### src/rtl/uart_frame_loader.sv
// UART frame loader: receives 8N1 bytes on rx, decodes A5/type/payload frames and
// writes kernel coefficients or image pixels into their BRAM write ports.
module uart_frame_loader #(
  parameter int unsigned CLKS_PER_BIT = 868,
  parameter int unsigned KERNEL_SIZE  = 9,
  parameter int unsigned IMAGE_SIZE   = 4096
) (
  input  logic        clk,
  input  logic        reset,
  input  logic        rx,
  output logic        kernel_we,
  output logic [3:0]  kernel_addr,
  output logic [7:0]  kernel_wdata,
  output logic        image_we,
  output logic [15:0] image_addr,
  output logic [7:0]  image_wdata,
  output logic        kernel_loaded,
  output logic        image_loaded,
  output logic        frame_error,
  output logic        busy
);

  localparam int unsigned CntW = $clog2(CLKS_PER_BIT);
  localparam logic [CntW-1:0] BitLast  = CntW'(CLKS_PER_BIT - 1);
  localparam logic [CntW-1:0] HalfLast = CntW'(CLKS_PER_BIT / 2 - 1);
  localparam logic [15:0] KernelLast = 16'(KERNEL_SIZE - 1);
  localparam logic [15:0] ImageLast  = 16'(IMAGE_SIZE - 1);

  typedef enum logic [1:0] {RxIdle, RxStart, RxData, RxStop} rx_state_e;
  typedef enum logic [1:0] {FrWaitSync, FrWaitType, FrPayload} fr_state_e;

  // ---------------------------------------------------------------------------
  // rx synchronizer; rx_prev_q lets the receiver see a falling edge
  // ---------------------------------------------------------------------------
  logic rx_meta_q, rx_sync_q, rx_prev_q;

  // Two-flop synchronizer plus one delayed copy for edge detection, idle high.
  always_ff @(posedge clk or posedge reset) begin
    if (reset) begin
      rx_meta_q <= 1'b1;
      rx_sync_q <= 1'b1;
      rx_prev_q <= 1'b1;
    end else begin
      rx_meta_q <= rx;
      rx_sync_q <= rx_meta_q;
      rx_prev_q <= rx_sync_q;
    end
  end

  // ---------------------------------------------------------------------------
  // Bit receiver
  // ---------------------------------------------------------------------------
  rx_state_e       rx_state_q, rx_state_d;
  logic [CntW-1:0] cnt_q, cnt_d;
  logic [2:0]      bit_q, bit_d;
  logic [7:0]      shift_q, shift_d;
  logic            byte_done;
  logic            stop_err;
  logic            byte_valid_q;

  // Receiver next state: mid-bit sampling driven by a per-bit cycle counter.
  always_comb begin
    rx_state_d = rx_state_q;
    cnt_d      = cnt_q;
    bit_d      = bit_q;
    shift_d    = shift_q;
    byte_done  = 1'b0;
    stop_err   = 1'b0;
    unique case (rx_state_q)
      RxIdle: begin
        if (rx_prev_q && !rx_sync_q) begin
          rx_state_d = RxStart;
          cnt_d      = '0;
        end
      end
      RxStart: begin
        if (cnt_q == HalfLast) begin
          cnt_d      = '0;
          bit_d      = '0;
          // Line back high at mid start bit means a glitch, not a character.
          rx_state_d = rx_sync_q ? RxIdle : RxData;
        end else begin
          cnt_d = cnt_q + 1'b1;
        end
      end
      RxData: begin
        if (cnt_q == BitLast) begin
          cnt_d   = '0;
          shift_d = {rx_sync_q, shift_q[7:1]};
          if (bit_q == 3'd7) begin
            rx_state_d = RxStop;
          end else begin
            bit_d = bit_q + 3'd1;
          end
        end else begin
          cnt_d = cnt_q + 1'b1;
        end
      end
      RxStop: begin
        if (cnt_q == BitLast) begin
          cnt_d      = '0;
          rx_state_d = RxIdle;
          if (rx_sync_q) begin
            byte_done = 1'b1;
          end else begin
            stop_err = 1'b1;
          end
        end else begin
          cnt_d = cnt_q + 1'b1;
        end
      end
      default: rx_state_d = RxIdle;
    endcase
  end

  // Receiver state registers; byte_valid_q pulses one cycle after the stop sample.
  always_ff @(posedge clk or posedge reset) begin
    if (reset) begin
      rx_state_q   <= RxIdle;
      cnt_q        <= '0;
      bit_q        <= '0;
      shift_q      <= '0;
      byte_valid_q <= 1'b0;
    end else begin
      rx_state_q   <= rx_state_d;
      cnt_q        <= cnt_d;
      bit_q        <= bit_d;
      shift_q      <= shift_d;
      byte_valid_q <= byte_done;
    end
  end

  // ---------------------------------------------------------------------------
  // Frame decoder
  // ---------------------------------------------------------------------------
  fr_state_e   fr_state_q, fr_state_d;
  logic        is_image_q, is_image_d;
  logic [15:0] count_q, count_d;
  logic        kernel_loaded_q, kernel_loaded_d;
  logic        image_loaded_q, image_loaded_d;
  logic        kernel_done_q, kernel_done_d;
  logic        image_done_q, image_done_d;
  logic        kernel_we_q, kernel_we_d;
  logic [3:0]  kernel_addr_q, kernel_addr_d;
  logic [7:0]  kernel_wdata_q, kernel_wdata_d;
  logic        image_we_q, image_we_d;
  logic [15:0] image_addr_q, image_addr_d;
  logic [7:0]  image_wdata_q, image_wdata_d;
  logic        frame_error_q, frame_error_d;

  // Frame next state: advances on each received byte, a bad stop bit aborts.
  always_comb begin
    fr_state_d      = fr_state_q;
    is_image_d      = is_image_q;
    count_d         = count_q;
    // Loaded flags rise the cycle after the final write strobe.
    kernel_loaded_d = kernel_loaded_q | kernel_done_q;
    image_loaded_d  = image_loaded_q | image_done_q;
    kernel_done_d   = 1'b0;
    image_done_d    = 1'b0;
    kernel_we_d     = 1'b0;
    kernel_addr_d   = kernel_addr_q;
    kernel_wdata_d  = kernel_wdata_q;
    image_we_d      = 1'b0;
    image_addr_d    = image_addr_q;
    image_wdata_d   = image_wdata_q;
    frame_error_d   = stop_err;
    if (stop_err) begin
      fr_state_d = FrWaitSync;
    end else if (byte_valid_q) begin
      unique case (fr_state_q)
        FrWaitSync: begin
          if (shift_q == 8'hA5) fr_state_d = FrWaitType;
        end
        FrWaitType: begin
          count_d = '0;
          if (shift_q == 8'h01) begin
            is_image_d      = 1'b0;
            kernel_loaded_d = 1'b0;
            fr_state_d      = FrPayload;
          end else if (shift_q == 8'h02) begin
            is_image_d     = 1'b1;
            image_loaded_d = 1'b0;
            fr_state_d     = FrPayload;
          end else begin
            frame_error_d = 1'b1;
            fr_state_d    = FrWaitSync;
          end
        end
        FrPayload: begin
          // Payload bytes are never inspected for sync; 0xA5 is ordinary data here.
          count_d = count_q + 16'd1;
          if (is_image_q) begin
            image_we_d    = 1'b1;
            image_addr_d  = count_q;
            image_wdata_d = shift_q;
            if (count_q == ImageLast) begin
              image_done_d = 1'b1;
              fr_state_d   = FrWaitSync;
            end
          end else begin
            kernel_we_d    = 1'b1;
            kernel_addr_d  = count_q[3:0];
            kernel_wdata_d = shift_q;
            if (count_q == KernelLast) begin
              kernel_done_d = 1'b1;
              fr_state_d    = FrWaitSync;
            end
          end
        end
        default: fr_state_d = FrWaitSync;
      endcase
    end
  end

  // Frame state and registered BRAM-port outputs.
  always_ff @(posedge clk or posedge reset) begin
    if (reset) begin
      fr_state_q      <= FrWaitSync;
      is_image_q      <= 1'b0;
      count_q         <= '0;
      kernel_loaded_q <= 1'b0;
      image_loaded_q  <= 1'b0;
      kernel_done_q   <= 1'b0;
      image_done_q    <= 1'b0;
      kernel_we_q     <= 1'b0;
      kernel_addr_q   <= '0;
      kernel_wdata_q  <= '0;
      image_we_q      <= 1'b0;
      image_addr_q    <= '0;
      image_wdata_q   <= '0;
      frame_error_q   <= 1'b0;
    end else begin
      fr_state_q      <= fr_state_d;
      is_image_q      <= is_image_d;
      count_q         <= count_d;
      kernel_loaded_q <= kernel_loaded_d;
      image_loaded_q  <= image_loaded_d;
      kernel_done_q   <= kernel_done_d;
      image_done_q    <= image_done_d;
      kernel_we_q     <= kernel_we_d;
      kernel_addr_q   <= kernel_addr_d;
      kernel_wdata_q  <= kernel_wdata_d;
      image_we_q      <= image_we_d;
      image_addr_q    <= image_addr_d;
      image_wdata_q   <= image_wdata_d;
      frame_error_q   <= frame_error_d;
    end
  end

  assign kernel_we     = kernel_we_q;
  assign kernel_addr   = kernel_addr_q;
  assign kernel_wdata  = kernel_wdata_q;
  assign image_we      = image_we_q;
  assign image_addr    = image_addr_q;
  assign image_wdata   = image_wdata_q;
  assign kernel_loaded = kernel_loaded_q;
  assign image_loaded  = image_loaded_q;
  assign frame_error   = frame_error_q;
  assign busy          = (fr_state_q != FrWaitSync);

endmodule

### config.mk
export PLATFORM = sky130hd
export DESIGN_NAME = uart_frame_loader
export DESIGN_NICKNAME = d
export VERILOG_FILES = /design/src/rtl/uart_frame_loader.sv
export SDC_FILE = /design/constraint.sdc
export NUM_CORES = 1
export LEC_CHECK = 0
export CORE_MARGIN = 1
export CORE_UTILIZATION = 45
export CTS_BUF_LIST = sky130_fd_sc_hd__clkbuf_4 sky130_fd_sc_hd__clkbuf_8
export CTS_CLUSTER_DIAMETER = 120
export DETAILED_ROUTE_END_ITERATION = 10
export GPL_ROUTABILITY_DRIVEN = 1
export PLACE_DENSITY = 0.68
export SLEW_MARGIN = 20
export SYNTH_ARGS = -nofsm -noshare
export SYNTH_HDL_FRONTEND = slang
export SYNTH_SLANG_ARGS = --single-unit
### constraint.sdc
create_clock -name clk -period 3.64 [get_ports clk]
set_input_delay 0.546 -clock clk [delete_from_list [all_inputs] [get_ports clk]]
set_output_delay 0.546 -clock clk [all_outputs]
set_load 0.02 [all_outputs]
==> run_results.csv <==
group,metric,value,unit
outcome,status,"complete, but fails checks",
outcome,violations,"DRC",
timing,min_period,2.447,ns
grt,grt_max_degree,34,
placed_design,place_congestion,0.8116,
cells_and_area,syn_to_final_growth,17.38,%
synth,synth_top_area_share,51.82,%
clock_tree,cts_root_buf,"clkbuf_8",
setup_path,cp-start-kind,"register",
routing,via_count,2881,
cells_and_area,antenna_cells,0,
floorplan,core.rowCount,34,
synth,synth_top_cell_by_area,"dfrtp_1",
clock_tree,numCtsBuffers,9,
setup_path,critPathRequiredTime,3.89,ns
setup_path,crit_arrival,2.70,ns
run,cap_violations,0,
timing,finalClockSkew,0.009681,ns
grt,met2_usage,29.41,%
timing,finalSetupViolCount,0,
hold_path,hold_path_class,"register to register",
timing,rsz0062_at_grt,"no",
clock_tree,h-tree-depth,3,
timing,fin_crit_sh,67.21,%
placed_design,pre_cts_ws,1.171,ns
synth,synth-seq-cells,89,
grt,grt_pass1_vias,2815,
grt,globalRoute.busiestLayer,"met2",
cells_and_area,multi_input_area,0.001780,mm2
grt,antenna_found_initial,0,
timing,worst_pin_slew,0.7465,ns
grt,use_met1,22.68,%
floorplan,die_x,98.07,um
setup_path,end_kind,"register",
synth,syn_inst,359,
placed_design,port_buffers,44,
routing,drt-initial-drc-count,154,
timing,setup_tns,0,ns
clock_tree,clock_sinks,89,
synth,synth.most_common_cell,"dfrtp_1",
synth,synth-async-reset-ratio,100.0,%
grt,grt_util_all_layers,17.68,%
setup_path,rrSetupSlack,1.19,ns
synth,yosys-top-cells-count,"dfrtp_1 (86), mux2_2 (40), nand2_1 (36), o21ai_0 (26), nor2_1 (18)",
clock_tree,cts_resized,0,
grt,gr-total-overflow,0,
pwr,p_total,1.928,mW
routing,drc,7,
floorplan,fp.dieH,98.07,um
cells_and_area,drive_gt1_share,21.27,%
setup_path,cp_max_fo,25,
floorplan,ios,45,
grt,use_met3,3.794,%
synth,ys_warn_count,0,
clock_tree,cts_buffer_depth,2,
floorplan,core,0.008848,mm2
floorplan,die_area,0.009617,mm2
clock_tree,clk_pin_slew,0.09,ns
floorplan,initial_core_util,46.93,%
clock_tree,clock_latency,0.37,ns
routing,routed_wl,7.763,mm
synth,synth-main-ff-cell,"dfrtp_1",
setup_path,worstSetupPathType,"register to register",
cells_and_area,nNetsFinal,417,
routing,drt_first_pass_iters,7,
clock_tree,cts_setup_buffers,0,
timing,maxSlewViolCount,0,
timing,maxSlewHeadroom,50.11,%
timing,finalHoldViolCount,0,
pwr,power.density,395.5,mW/mm2
cells_and_area,nFillCells,775,
synth,synth.area.top_cells,"dfrtp_1 (52%), mux2_2 (11%), nand2_1 (3.3%), o21ai_0 (3.1%), ha_1 (3.0%)",
clock_tree,holdBufCountCts,0,
cells_and_area,seq_area,0.002231,mm2
routing,wl_per_cell,15.02,um
routing,via_per_inst,5.573,
timing,worst_slack,1.194,ns
pwr,peakVddDrop,0.0002721,V
routing,final_antenna_net_count,0,
synth,synth_area,0.004153,mm2
synth,synth_nets,372,
synth,avgSynthCellArea,11.57,um2
placed_design,dp_hpwl,5.430,mm
pwr,leakage,2.251,nW
synth,ys_seq_area_share,53.72,%
grt,grt_first_pass_wirelength,13.56,mm
synth,synth-edff-count,0,
clock_tree,cts_tree,"yes",
synth,synthDistinctLibCells,58,
timing,clock.fmax,408.7,MHz
==> final timing paths <==
check                           cells past startpoint     startpoint        endpoint
worst max register to register                      5  fr_state_q[0]  image_addr[14]
max in group asynchronous                           3          reset      count_q[5]
min in group asynchronous                           2          reset        cnt_q[0]
worst min register to register                      0      rx_meta_q       rx_sync_q
worst min-delay path                                0      rx_meta_q       rx_sync_q
worst max-delay path                                5  fr_state_q[0]  image_addr[14]
==> critical path, cell delays in order, from the launching register on <==
cell and delay [ns]:
dfrtp_1 0.40, inv_1 0.11, ha_1 0.50, nand3_1 0.27, nor2_4 0.64, mux2_2 0.41
==> layout make-up <==
cell class,instances,share of cell area (%)
clock buffers,10,2.823
clock inverters,6,1.514
inverters,14,1.104
multi-input cells,243,36.52
flip-flops and latches,89,45.76
well taps,108,2.772
repair buffers,47,9.497
==> routing by layer <==
layer	part of all wire (%)	up-vias
li1	-	1392
met1	46	1423
met2	49	53
met3	3.5	13
met4	1.8	0
met5	0	-
==> where the power goes <==
group | internal [mW] | switching [mW] | leakage, nW
logic | 0.0702 | 0.0738 | 0.929
registers | 1.03 | 0.0524 | 1.22
clock network | 0.344 | 0.362 | 0.101
==> cell families (layout without fill, tap and decap cells) <==
family	after synthesis	after routing	share of synthesized area [%]
xor+xnor	1	1	0.2109
simple gates	119	119	16.09
buf+inv	27	77	3.405
fa+ha+maj	10	10	3.013
compound gates	70	70	11.87
flops	89	89	53.72
mux	43	43	11.69
==> stage by stage <==
step	cell area [um2]	utilization, %	hold WS (ns)	std cells
5_1_grt	4875	55.09	0.3694	517
3_3_place_gp	4663	52.70	0.3487	501
3_5_place_dp	4663	52.70	0.3468	501
2_1_floorplan	4153	-	0.3452	359
6_report	4875	55.09	0.3603	517
4_1_cts	4875	55.09	0.3608	517
==> cell usage in the layout (no fill, tap or decap), types with 3 or more instances in the layout <==
cell              n
inv_1            13
mux2_2           40
buf_4             3
nor3_1            8
a21oi_1           6
a31oi_1           3
o31ai_1           8
nand3_1          14
a211o_1           3
dfstp_2           3
nor4_1            4
ha_1             10
nand2_1          36
or2_2             3
a21o_1            4
nor2_1           18
o41ai_1           3
dfrtp_1          86
o21ai_0          26
nand2b_1          3
and2_1            3
nand4_1           4
and3_1            6
clkbuf_8         10
clkdlybuf4s50_1  44
==> sequential cells by signal, indices dropped and copies added (netlist names), named ones only <==
register / flops
kernel_loaded: 1
kernel_addr: 4
kernel_done_q: 1
cnt_q: 10
bit_q: 3
rx_prev_q: 1
count_q: 16
rx_state_q: 1
image_done_q: 1
kernel_we: 1
kernel_wdata: 8
is_image_q: 1
image_wdata: 8
rx_meta_q: 1
image_loaded: 1
image_addr: 16
rx_sync_q: 1
image_we: 1
shift_q: 8
fr_state_q: 2
frame_error: 1
byte_valid_q: 1
Note: power is estimated with default switching activity, not from simulation.
